==> config.mk <==
export PLATFORM = sky130hd
export DESIGN_NAME = eprom_reader_flat
export DESIGN_NICKNAME = d
export VERILOG_FILES = /design/src/rtl/nascom_mem_pkg.sv /design/src/rtl/eprom_reader_if.sv /design/src/rtl/rom_wait_timer.sv /design/src/rtl/eprom_reader.sv /design/src/flat_wrapper.sv
export SDC_FILE = /design/constraint.sdc
export NUM_CORES = 1
export LEC_CHECK = 0
export BUFFER_PORTS_ARGS = -buffer_cell sky130_fd_sc_hd__buf_2
export CAP_MARGIN = 20
export CORE_MARGIN = 2
export CORE_UTILIZATION = 35
export DETAILED_ROUTE_END_ITERATION = 12
export HOLD_SLACK_MARGIN = 0.05
export SETUP_SLACK_MARGIN = 0.1
export SLEW_MARGIN = 25
export SYNTH_ARGS = -nofsm -noshare
export SYNTH_HDL_FRONTEND = slang
export SYNTH_SLANG_ARGS = --single-unit
==> constraint.sdc <==
create_clock -name clk -period 3.01 [get_ports clk]
set_clock_uncertainty 0.05 [all_clocks]
set_input_delay 0.4515 -clock clk [delete_from_list [all_inputs] [get_ports clk]]
set_output_delay 0.4515 -clock clk [all_outputs]
set_load 0.05 [all_outputs]
==> src/rtl/nascom_mem_pkg.sv <==
// Shared types and constants for the NASCOM memory-side models and controllers.
// Holds the EPROM geometry and the read-controller state encoding.
package nascom_mem_pkg;

    localparam int EPROM_ADDR_W = 11;
    localparam int EPROM_DEPTH  = 2048;
    localparam int EPROM_DATA_W = 8;
    localparam int COUNT_W      = 12;
    localparam int TIMER_W      = 4;

    typedef enum logic [2:0] {
        IDLE,
        SETUP,
        ACCESS,
        OUT,
        RECOVER
    } rd_state_t;

    // EPROM addresses wrap at the top of the 2K array.
    function automatic logic [EPROM_ADDR_W-1:0] next_addr(input logic [EPROM_ADDR_W-1:0] addr);
        return addr + 11'd1;
    endfunction

endpackage

==> src/rtl/eprom_reader_if.sv <==
// EPROM pin bus plus the captured-byte stream, bundled for the reader and its peers.
// Stream: out_valid stays high with out_data/out_addr frozen until out_ready; a byte transfers on the rising edge where both are high.
interface eprom_reader_if;
    import nascom_mem_pkg::*;

    logic [EPROM_ADDR_W-1:0] a;
    logic                    cs_n;
    logic                    oe_n;
    logic [EPROM_DATA_W-1:0] d_in;
    logic [EPROM_DATA_W-1:0] out_data;
    logic [EPROM_ADDR_W-1:0] out_addr;
    logic                    out_valid;
    logic                    out_ready;

    modport master (
        output a, cs_n, oe_n, out_data, out_addr, out_valid,
        input  d_in, out_ready
    );

    modport slave (
        input  a, cs_n, oe_n, out_data, out_addr, out_valid,
        output d_in, out_ready
    );

endinterface

==> src/rtl/rom_wait_timer.sv <==
// Loadable down-counter; tc is high while the count sits at zero.
// Loading N gives N+1 cycles in the current state before tc ends it.
module rom_wait_timer #(
    parameter int W = 4
) (
    input  logic         clk,
    input  logic         rst,
    input  logic         load,
    input  logic [W-1:0] load_val,
    output logic         tc
);

    logic [W-1:0] cnt;

    always_ff @(posedge clk) begin
        if (rst) begin
            cnt <= '0;
        end else if (load) begin
            cnt <= load_val;
        end else if (cnt != '0) begin
            cnt <= cnt - 1'b1;
        end
    end

    assign tc = (cnt == '0);

endmodule

==> src/rtl/eprom_reader.sv <==
// Burst reader for a 2716-style EPROM: timed CS/OE read cycles, bytes streamed
// out over valid/ready with a running modulo-256 checksum of accepted bytes.
module eprom_reader
    import nascom_mem_pkg::*;
#(
    parameter int ACCESS_CYC  = 4,
    parameter int RECOVER_CYC = 1
) (
    input  logic                    clk,
    input  logic                    rst,
    input  logic                    start,
    input  logic [EPROM_ADDR_W-1:0] base_addr,
    input  logic [COUNT_W-1:0]      count,
    output logic                    busy,
    output logic                    done,
    output logic [EPROM_DATA_W-1:0] checksum,
    output rd_state_t               dbg_state,
    eprom_reader_if.master          bus
);

    localparam logic [TIMER_W-1:0] ACCESS_LOAD  = TIMER_W'(ACCESS_CYC - 1);
    localparam logic [TIMER_W-1:0] RECOVER_LOAD = (RECOVER_CYC > 0) ? TIMER_W'(RECOVER_CYC - 1) : '0;

    rd_state_t               state;
    logic [EPROM_ADDR_W-1:0] addr;
    logic [COUNT_W-1:0]      remaining;
    logic                    handshake;
    logic                    last_byte;
    logic                    tmr_load;
    logic [TIMER_W-1:0]      tmr_val;
    logic                    tmr_tc;

    assign handshake = (state == OUT) && bus.out_valid && bus.out_ready;
    assign last_byte = (remaining == 12'd1);
    assign dbg_state = state;

    // The one timer is armed on entry to ACCESS and on entry to RECOVER.
    always_comb begin
        tmr_load = 1'b0;
        tmr_val  = ACCESS_LOAD;
        if (state == SETUP) begin
            tmr_load = 1'b1;
        end else if (handshake && !last_byte) begin
            tmr_load = 1'b1;
            tmr_val  = RECOVER_LOAD;
        end
    end

    rom_wait_timer #(.W(TIMER_W)) u_timer (
        .clk      (clk),
        .rst      (rst),
        .load     (tmr_load),
        .load_val (tmr_val),
        .tc       (tmr_tc)
    );

    always_ff @(posedge clk) begin
        if (rst) begin
            state         <= IDLE;
            addr          <= '0;
            remaining     <= '0;
            busy          <= 1'b0;
            done          <= 1'b0;
            checksum      <= '0;
            bus.a         <= '0;
            bus.cs_n      <= 1'b1;
            bus.oe_n      <= 1'b1;
            bus.out_data  <= '0;
            bus.out_addr  <= '0;
            bus.out_valid <= 1'b0;
        end else begin
            done <= 1'b0;
            case (state)
                IDLE: begin
                    busy     <= 1'b0;
                    bus.cs_n <= 1'b1;
                    bus.oe_n <= 1'b1;
                    // A start coinciding with the done pulse belongs to the old burst.
                    if (start && !done) begin
                        addr      <= base_addr;
                        remaining <= count;
                        checksum  <= '0;
                        if (count == '0) begin
                            done <= 1'b1;
                        end else begin
                            state    <= SETUP;
                            busy     <= 1'b1;
                            bus.a    <= base_addr;
                            bus.cs_n <= 1'b0;
                        end
                    end
                end
                SETUP: begin
                    bus.oe_n <= 1'b0;
                    state    <= ACCESS;
                end
                ACCESS: begin
                    if (tmr_tc) begin
                        bus.out_data  <= bus.d_in;
                        bus.out_addr  <= addr;
                        bus.out_valid <= 1'b1;
                        bus.cs_n      <= 1'b1;
                        bus.oe_n      <= 1'b1;
                        state         <= OUT;
                    end
                end
                OUT: begin
                    if (handshake) begin
                        bus.out_valid <= 1'b0;
                        checksum      <= checksum + bus.out_data;
                        addr          <= next_addr(addr);
                        remaining     <= remaining - 12'd1;
                        if (last_byte) begin
                            done  <= 1'b1;
                            state <= IDLE;
                        end else if (RECOVER_CYC == 0) begin
                            bus.a    <= next_addr(addr);
                            bus.cs_n <= 1'b0;
                            state    <= SETUP;
                        end else begin
                            state <= RECOVER;
                        end
                    end
                end
                RECOVER: begin
                    if (tmr_tc) begin
                        bus.a    <= addr;
                        bus.cs_n <= 1'b0;
                        state    <= SETUP;
                    end
                end
                default: state <= IDLE;
            endcase
        end
    end

endmodule

==> src/flat_wrapper.sv <==
// flat-port wrapper written by rule: the top's interface ports become plain ports
module eprom_reader_flat import nascom_mem_pkg::*;
#(
    parameter int ACCESS_CYC  = 4,
    parameter int RECOVER_CYC = 1
)
  (clk, rst, start, base_addr, count, busy, done, checksum, dbg_state, bus_a, bus_cs_n, bus_oe_n, bus_out_data, bus_out_addr, bus_out_valid, bus_d_in, bus_out_ready);
  eprom_reader_if bus_i ();
  input  logic clk;
  input  logic rst;
  input  logic start;
  input  logic [EPROM_ADDR_W-1:0] base_addr;
  input  logic [COUNT_W-1:0] count;
  output logic busy;
  output logic done;
  output logic [EPROM_DATA_W-1:0] checksum;
  output rd_state_t dbg_state;
  output wire logic [$bits(bus_i.a)-1:0] bus_a;
  output wire logic [$bits(bus_i.cs_n)-1:0] bus_cs_n;
  output wire logic [$bits(bus_i.oe_n)-1:0] bus_oe_n;
  output wire logic [$bits(bus_i.out_data)-1:0] bus_out_data;
  output wire logic [$bits(bus_i.out_addr)-1:0] bus_out_addr;
  output wire logic [$bits(bus_i.out_valid)-1:0] bus_out_valid;
  input wire logic [$bits(bus_i.d_in)-1:0] bus_d_in;
  input wire logic [$bits(bus_i.out_ready)-1:0] bus_out_ready;
  assign bus_a = bus_i.a;
  assign bus_cs_n = bus_i.cs_n;
  assign bus_oe_n = bus_i.oe_n;
  assign bus_out_data = bus_i.out_data;
  assign bus_out_addr = bus_i.out_addr;
  assign bus_out_valid = bus_i.out_valid;
  assign bus_i.d_in = bus_d_in;
  assign bus_i.out_ready = bus_out_ready;
  eprom_reader #(.ACCESS_CYC(ACCESS_CYC), .RECOVER_CYC(RECOVER_CYC)) u_core (.clk(clk), .rst(rst), .start(start), .base_addr(base_addr), .count(count), .busy(busy), .done(done), .checksum(checksum), .dbg_state(dbg_state), .bus(bus_i));
endmodule
==> results of run 1 <==
==> how the worst max path moves through the flow <==
stage                                                      to  slack (ns)  cells past startpoint
final                     u_core.bus.out_addr[6]$_SDFFE_PP0P_        0.55                      6
after detailed placement  u_core.bus.out_addr[4]$_SDFFE_PP0P_        0.59                      6
after global placement    u_core.bus.out_data[3]$_SDFFE_PP0P_        0.66                      6
after CTS                 u_core.bus.out_addr[6]$_SDFFE_PP0P_        0.58                      6
after global routing      u_core.bus.out_addr[6]$_SDFFE_PP0P_        0.42                      6
after floorplan                   u_core.addr[4]$_SDFFE_PP0P_        0.83                      7
==> cell families after synthesis <==
logic type	share of synthesized area
and+or+nand+nor	0.2397
AOI/OAI and AO/OA	0.2401
DFF	0.3895
buffers and inverters	0.04668
adders and majority gates	0.04468
muxes	0.03235
xor gates and xnor gates	0.007004
==> routing by layer <==
metal  up-vias  track usage
met5         -            0
met4         0      0.06410
met3        13      0.03571
met2        96       0.2866
met1      1742       0.2533
li1       1857            -
==> through the flow <==
step           hold WS (ns)  setup slack (ns)
3_3_place_gp         0.3958            0.6635
5_1_grt              0.2857            0.4236
2_1_floorplan        0.3989            0.8320
3_5_place_dp         0.4061            0.5948
4_1_cts              0.2642            0.5782
6_report             0.2736            0.5509
==> layout by cell type (no fill, tap or decap), types with 4 or more instances in the layout <==
master	count
a211oi_1	13
a21oi_1	52
a2bb2oi_1	4
a31oi_1	6
ha_1	11
or3_1	8
o21ai_0	25
buf_2	80
nand3_1	7
dfxtp_1	73
nor3_1	7
clkbuf_8	9
buf_4	8
nand3b_1	5
nor4_1	8
nand2_1	79
a22oi_1	6
a21o_1	4
nor2_1	49
mux2i_1	11
o21a_1	6
o31ai_1	5
and3_1	4
nand4_1	4
o211ai_1	5
inv_1	11
==> power by group <==
part | internal, mW | leakage (nW) | switching (mW)
clock network | 0.374 | 0.0909 | 0.382
registers | 1.10 | 0.596 | 0.140
logic | 0.353 | 1.11 | 0.720
==> flip-flops by register name (all words and copies together) (netlist names) <==
register	flops
u_core.dbg_state	3
u_core.u_timer.cnt	4
u_core.busy	1
u_core.bus.a	11
u_core.bus.cs_n	1
u_core.done	1
u_core.checksum	8
u_core.bus.out_addr	11
u_core.bus.oe_n	1
u_core.bus.out_data	8
u_core.remaining	12
u_core.addr	11
u_core.bus.out_valid	1
==> layout make-up <==
cell class	count	area, um^2
timing repair buffer	89	480.5
clock buffer	9	123.9
clock inverter	6	60.06
multi-input combinational	362	2122
fill	1066	5911
sequential	73	1461
tap	136	170.2
inverter	11	41.29
==> flow_summary.json, run 1 <==
{
  "synthCells": 480,
  "setup_violations": 0,
  "synth_area_per_cell_um2": 7.817,
  "std_cell_rows": 37,
  "die_w_um": 107.5,
  "top_layer_used": "met4",
  "worstPathMaxFanout": 19,
  "vias": 3708,
  "min_period_ns": 2.459,
  "yosys-top-cells-count": "79 x nand2_1, 73 x dfxtp_1, 52 x a21oi_1",
  "final_area_um2": 4459,
  "grt_pass1_vias": 3373,
  "grt_use_total": 0.1839,
  "max_clock_freq_mhz": 406.7,
  "cp_num_buf_inv": 1,
  "max_stage_delay_ns": 0.90,
  "drc_errors": 0,
  "syn-num-nets": 527,
  "critPathSlowestCell": "or4b_1",
  "min-delay-start": "bus_out_ready",
  "yosysSeqAreaShare": 0.3895,
  "ctsResizeCount": 0,
  "synth_ff_type": "dfxtp_1",
  "hold_buffers": 0,
  "slew_headroom": 0.4933,
  "io_pins": 81,
  "dp.cells": 671,
  "wl_met1_um": 5019,
  "yosysTopAreaCell": "dfxtp_1",
  "synth.most_common_cell": "nand2_1",
  "start_util": 0.3618,
  "grt_max_degree": 57,
  "endpoint_kind": "register",
  "drtAntennaViolNets": 0,
  "cts_buffer_depth": 2,
  "yosys_warnings": 0,
  "p_total_mw": 3.066,
  "drive_gt1_frac": 0.2073,
  "leakage_nw": 1.797,
  "startpoint_type": "register",
  "cp-startpoint": "u_core.u_timer.cnt[0]$_SDFFE_PP0P_",
  "r2r_slack_ns": 0.55,
  "antennaDiodeCount": 0,
  "hp-class": "in2reg",
  "ys_seq_elements": 73,
  "nNetsFinal": 593,
  "syn_to_final_growth_pct": 18.84,
  "path_delay_family": "simple AND/OR/NAND/NOR gates",
  "hold-path-cell-count": 2,
  "reg2reg_to": "u_core.bus.out_addr[6]$_SDFFE_PP0P_",
  "postCtsSetupBuffers": 0,
  "synthTopCellsByArea": "dfxtp_1 39%, nand2_1 7.9%, a21oi_1 6.9%",
  "grt_pass1_wl_um": 16920,
  "die_h_um": 107.5,
  "arrival_ns": 2.64,
  "dp_hpwl_um": 7594,
  "cts.sinks": 73,
  "firstDrtPassIters": 5,
  "coreArea_um2": 10370,
  "cts_made_buffers": 9,
  "die_area_um2": 11560,
  "clockRootBuffer": "clkbuf_8",
  "drv_slew": 0,
  "setup-tns-final_ns": 0,
  "met3_length_um": 587,
  "rsz0062_at_grt": "no",
  "drt_iter0_markers": 189,
  "p_per_area_nw_per_um2": 687.6,
  "syn_area_um2": 3752,
  "ir_worst_vdd_mv": 0.3116,
  "gr-total-overflow": 0,
  "placed_area_um2": 4275,
  "max-cap-violations": 0,
  "wirelength_um": 10660,
  "r2r_start": "u_core.u_timer.cnt[0]$_SDFFE_PP0P_",
  "place.port_buffers": 80,
  "holdPathEnd": "u_core.bus.out_valid$_SDFFE_PP0P_",
  "route.met2.wl_um": 4895,
  "via_per_inst": 5.405,
  "hold_viol": 0,
  "place.gp.congestion": 0.9069,
  "cts_max_level": 3,
  "yosysTopAreaCellShare": 0.3895,
  "fin_util": 0.4300,
  "final_cells": 686,
  "async_flop_share": 0,
  "outcome": "finished clean",
  "path_class": "reg2reg",
  "worstSkewPairLatency_ns": 0.35,
  "tightest_slew_ns": 0.7600,
  "fin_crit_sh": 0.8170,
  "synth_edf_count": 0,
  "crit_chain": "inv_1, ha_1, or3b_1, or4b_1, nand2_1, a21oi_1",
  "cts_tree": "built",
  "cp.required_ns": 3.19,
  "clk_pin_slew_worst_paths_ns": 0.08,
  "antenna_found_initial": 0,
  "r2r_cells": 6,
  "yosysUniqueCellTypes": 57,
  "wl_per_cell_um": 15.54
}
(Power assumes the default switching activity.)
==> inputs of run 2 (changes only) <==
==> constraint.sdc (replaced) <==
create_clock -name clk -period 1.98 [get_ports clk]
set_clock_uncertainty 0.05 [all_clocks]
set_input_delay 0.297 -clock clk [delete_from_list [all_inputs] [get_ports clk]]
set_output_delay 0.297 -clock clk [all_outputs]
set_load 0.05 [all_outputs]
==> run 2 against run 1 <==
Largest cell class unchanged. Critical path depth is 3 higher. Global-route usage is 2.2 points higher. Sequential cell count stayed put. Maximum frequency is 26% higher. Hold slack worse by 0.18 ns. Non-clock buffer count is 40 higher. Cell area is 17% higher. Clock power is 75% higher. Core utilization is 7.1 points higher. Highest routed layer unchanged.
==> flow_summary.json, run 2 (synthesis results as in run 1) <==
{
  "hold_buffers": 0,
  "cts.sinks": 73,
  "die_area_um2": 11560,
  "hold_viol": 0,
  "grt_use_total": 0.2063,
  "cts_buffer_depth": 2,
  "hp-class": "in2reg",
  "ir_worst_vdd_mv": 0.4490,
  "reg2reg_to": "u_core.bus.out_addr[6]$_SDFFE_PP0P_",
  "cp-startpoint": "u_core.u_timer.cnt[0]$_SDFFE_PP0P_",
  "grt_pass1_vias": 3663,
  "max_clock_freq_mhz": 512.4,
  "drtAntennaViolNets": 0,
  "layout_commonest_cell": "buf_2",
  "startpoint_type": "register",
  "cp.required_ns": 2.23,
  "hold-path-cell-count": 2,
  "largest_reg_flops": 12,
  "min_period_ns": 1.952,
  "nNetsFinal": 633,
  "r2r_slack_ns": 0.03,
  "cts_made_buffers": 9,
  "grt_pass1_wl_um": 18580,
  "antennaDiodeCount": 0,
  "grt_max_degree": 38,
  "place.port_buffers": 80,
  "via_per_inst": 5.415,
  "r2r_cells": 9,
  "r2r_start": "u_core.u_timer.cnt[0]$_SDFFE_PP0P_",
  "syn_to_final_growth_pct": 38.58,
  "rsz0062_at_grt": "yes",
  "gr-total-overflow": 0,
  "tightest_slew_ns": 0.6648,
  "wl_per_cell_um": 16.91,
  "drv_slew": 0,
  "fin_crit_sh": 0.9857,
  "p_total_mw": 5.522,
  "use_met3": 0.03390,
  "io_pins": 81,
  "clockRootBuffer": "clkbuf_8",
  "min-delay-start": "bus_out_ready",
  "outcome": "finished clean",
  "leakage_nw": 2.137,
  "worst_hold_slack_ns": 0.09080,
  "dp.cells": 696,
  "max-cap-violations": 0,
  "use_met2": 0.3235,
  "worstPathMaxFanout": 5,
  "layout_common_cells": "80 x buf_2, 69 x nand2_1, 53 x dfxtp_1, 45 x nor2_1, 40 x a21oi_1",
  "start_util": 0.3618,
  "dp_slack_ns": -0.05974,
  "path_class": "reg2reg",
  "dp_hpwl_um": 8140,
  "worstSkewPairLatency_ns": 0.37,
  "slew_headroom": 0.5568,
  "top_usage_layer": "met2",
  "place.gp.congestion": 0.8965,
  "endpoint_kind": "register",
  "drive_gt1_frac": 0.3756,
  "finalWorstSetupSlack_ns": 0.02823,
  "drt_iter0_markers": 257,
  "die_h_um": 107.5,
  "grtUsageMet1": 0.2851,
  "final_cells": 727,
  "regMostFlops": "u_core.remaining",
  "setup_violations": 0,
  "arrival_ns": 2.20,
  "antenna_found_initial": 0,
  "die_w_um": 107.5,
  "vias": 3937,
  "coreArea_um2": 10370,
  "firstDrtPassIters": 5,
  "setup-tns-final_ns": 0,
  "wirelength_um": 12300,
  "cts_max_level": 3,
  "drc_errors": 0,
  "cts_tree": "built",
  "p_per_area_nw_per_um2": 1062,
  "holdPathEnd": "u_core.bus.out_valid$_SDFFE_PP0P_",
  "std_cell_rows": 37,
  "clk_pin_slew_worst_paths_ns": 0.09
}
## run 2: cell count changes in the layout (fill, tap and decap cells not counted), moves of 7 or more
cell	previous run	this run
nand2_1	79	69
nand2_2	0	7
dfxtp_2	0	16
a21oi_2	0	12
a21oi_1	52	40
dfxtp_1	73	53
buf_4	8	34
## run 2: report_power, final
group          switching (mW)  total, mW  internal [mW]
clock                   0.626       1.32          0.695
sequential              0.201       1.88           1.68
combinational            1.35       2.32          0.972
total                    2.18       5.52           3.34
## run 2: cell type report
cell class	instances	area (um^2)
Multi-Input combinational cell	362	2345
Sequential cell	73	1496
Clock inverter	5	61.31
Timing Repair Buffer	129	923.4
Fill cell	1059	5170
Inverter	11	41.29
Tap cell	136	170.2
Clock buffer	11	162.7
## run 2: worst max-delay path by stage
stage,to,slack [ns],depth (start not counted)
global route,u_core.bus.out_addr[10]$_SDFFE_PP0P_,-0.06,9
CTS,u_core.bus.out_valid$_SDFFE_PP0P_,0.06,8
floorplan,u_core.bus.out_data[6]$_SDFFE_PP0P_,-0.06,9
finish,u_core.bus.out_addr[6]$_SDFFE_PP0P_,0.03,9
detailed placement,u_core.dbg_state[0]$_SDFFE_PP0P_,-0.06,8
global placement,u_core.dbg_state[0]$_SDFFE_PP0P_,-0.02,8
## run 2: worst max-delay path: stages (launching register included)
cell and delay, ns:
dfxtp_2 0.33, inv_2 0.07, ha_4 0.12, or3b_4 0.39
buf_6 0.14, nor4b_4 0.25, buf_6 0.18, buf_8 0.14
nand2_4 0.05, a21oi_2 0.14
## run 2: per-layer routing
metal  vias up  wire length (um)
met5         -                 0
met4         0               186
met3        14               634
met2       102              5707
met1      1885              5767
li1       1936                 -
## run 2: timing repair
action | 4_1_cts | 5_1_grt
gates resized for setup | 17 | 59
pin swaps | 5 | 33
buffers inserted | 2 | 8
cloned | 1 | 4
endpoints found under the setup margin | 42 | 54
endpoints found under the hold margin | 0 | 0
## run 2: metrics by stage
step | util | cell area, um^2
4_1_cts | 0.4704 | 4878
2_1_floorplan | - | 3836
6_report | 0.5014 | 5200
5_1_grt | 0.5014 | 5200
3_3_place_gp | 0.4389 | 4552
3_5_place_dp | 0.4389 | 4552
==> inputs of run 3 (changes only) <==
==> constraint.sdc (replaced) <==
create_clock -name clk -period 2.5 [get_ports clk]
set_clock_uncertainty 0.05 [all_clocks]
set_input_delay 0.375 -clock clk [delete_from_list [all_inputs] [get_ports clk]]
set_output_delay 0.375 -clock clk [all_outputs]
set_load 0.05 [all_outputs]
==> run 3 against run 2 <==
Global-route usage shrank 1.6 points. Worst setup slack better by 0.27 ns. Sequential share of layout area is 2.8 points higher. Via count shrank 4.5%. Clock power about the same. Critical path type unchanged. Critical endpoint is now u_core.bus.out_data[6]$_SDFFE_PP0P_. Highest routed layer unchanged.
==> flow_summary.json, run 3 (synthesis results as in run 1) <==
{
  "gr-total-overflow": 0,
  "antennaDiodeCount": 0,
  "grt_max_degree": 33,
  "cts.sinks": 73,
  "die_area_um2": 11560,
  "coreArea_um2": 10370,
  "clk_pin_slew_worst_paths_ns": 0.08,
  "cts_buffer_depth": 2,
  "place.port_buffers": 80,
  "p_sw_mw": 1.493,
  "tightest_slew_ns": 0.6354,
  "dp_slack_ns": 0.1418,
  "fin_crit_sh": 0.8792,
  "place.gp.congestion": 0.8985,
  "cts_max_level": 3,
  "arrival_ns": 2.36,
  "wirelength_um": 10890,
  "cts_tree": "built",
  "die_h_um": 107.5,
  "ctsResizeCount": 0,
  "final_area_um2": 4626,
  "grt_use_total": 0.1906,
  "clock_power_share": 0.323,
  "ir_worst_vdd_mv": 0.4027,
  "hold_buffers": 0,
  "grt_pass1_wl_um": 17530,
  "cp.required_ns": 2.66,
  "cp_num_buf_inv": 2,
  "dp.cells": 677,
  "p_total_mw": 4.151,
  "layout_commonest_cell": "buf_2",
  "layout_common_cells": "80 x buf_2, 79 x nand2_1, 73 x dfxtp_1, 52 x a21oi_1, 49 x nor2_1",
  "critPathSlowestCell": "or3b_1",
  "p_per_area_nw_per_um2": 897.3,
  "nNetsFinal": 599,
  "worstSkewPairLatency_ns": 0.35,
  "std_cell_rows": 37,
  "cts_made_buffers": 9,
  "drive_gt1_frac": 0.2172,
  "firstDrtPassIters": 4,
  "endpoint_kind": "register",
  "hold_viol": 0,
  "placed_area_um2": 4333,
  "drv_slew": 0,
  "worstPathMaxFanout": 19,
  "antenna_found_initial": 0,
  "finalWorstSetupSlack_ns": 0.3021,
  "max_stage_delay_ns": 0.52,
  "outcome": "finished clean",
  "min_period_ns": 2.198,
  "path_delay_family": "simple AND/OR/NAND/NOR gates",
  "worst_hold_slack_ns": 0.2085,
  "setup-tns-final_ns": 0,
  "drc_errors": 0,
  "start_util": 0.3618,
  "via_per_inst": 5.426,
  "setup_violations": 0,
  "regArea_um2": 1461,
  "fillerInstances": 1076,
  "hp-class": "in2reg",
  "path_class": "reg2reg",
  "final_cells": 693,
  "vias": 3760,
  "grt_pass1_vias": 3607,
  "syn_to_final_growth_pct": 23.27,
  "max-cap-violations": 0,
  "die_w_um": 107.5,
  "power_frac_comb": 0.319,
  "p_sw_frac": 0.3597,
  "leakage_nw": 1.883,
  "slew_headroom": 0.5764,
  "largest_reg_flops": 12,
  "crit_chain": "inv_1, ha_1, or3b_1, or4b_1, buf_4, nand2_1, a21oi_1",
  "regMostFlops": "u_core.remaining",
  "fin_util": 0.4461,
  "startpoint_type": "register",
  "dp_hpwl_um": 7884,
  "rsz0062_at_grt": "no",
  "max_clock_freq_mhz": 455.0,
  "drt_iter0_markers": 166,
  "multi_input_area_um2": 2123,
  "clockRootBuffer": "clkbuf_8",
  "io_pins": 81,
  "postCtsSetupBuffers": 0,
  "wl_per_cell_um": 15.71,
  "seqPwrFrac": 0.358,
  "p_int_mw": 2.658,
  "drtAntennaViolNets": 0
}
[run 3: final cells by class]
class	instances	area share
Inverter	11	0.008926
Clock inverter	5	0.03246
Multi-Input combinational cell	362	0.4590
Clock buffer	11	0.03057
Sequential cell	73	0.3159
Tap cell	136	0.03679
Timing Repair Buffer	95	0.1163
[run 3: path summary, 6_finish.rpt]
check                                 startpoint                                  end  slack (ns)  cells after the start
max           u_core.u_timer.cnt[0]$_SDFFE_PP0P_  u_core.bus.out_data[6]$_SDFFE_PP0P_        0.30                      7
min                                  bus_d_in[5]  u_core.bus.out_data[5]$_SDFFE_PP0P_        0.21                      3
max reg2reg   u_core.u_timer.cnt[0]$_SDFFE_PP0P_  u_core.bus.out_data[6]$_SDFFE_PP0P_        0.30                      7
min reg2reg  u_core.bus.out_addr[9]$_SDFFE_PP0P_  u_core.bus.out_addr[9]$_SDFFE_PP0P_        0.41                      2
[run 3: tightest hold or removal path: cells and delay by family]
family	cells	cell delay, ns
and+or+nand+nor	1	0.04
AOI/OAI and AO/OA	1	0.05
buffers and inverters	1	0.09
[run 3: power by group through the flow]
stage | Sequential [mW] | Combinational (mW) | Clock [mW]
after floorplan | 1.72 | 0.761 | 0
after detailed placement | 1.51 | 1.32 | 0
after global routing | 1.52 | 1.45 | 1.42
after global placement | 1.50 | 1.29 | 0
final | 1.49 | 1.32 | 1.34
after CTS | 1.48 | 1.32 | 1.37
[run 3: metal layers]
| metal | GRT usage | routed length [um] |
|---|---|---|
| met5 | 0 | 0 |
| met4 | 0.05495 | 122 |
| met3 | 0.04298 | 719 |
| met1 | 0.2558 | 5001 |
| met2 | 0.3064 | 5046 |
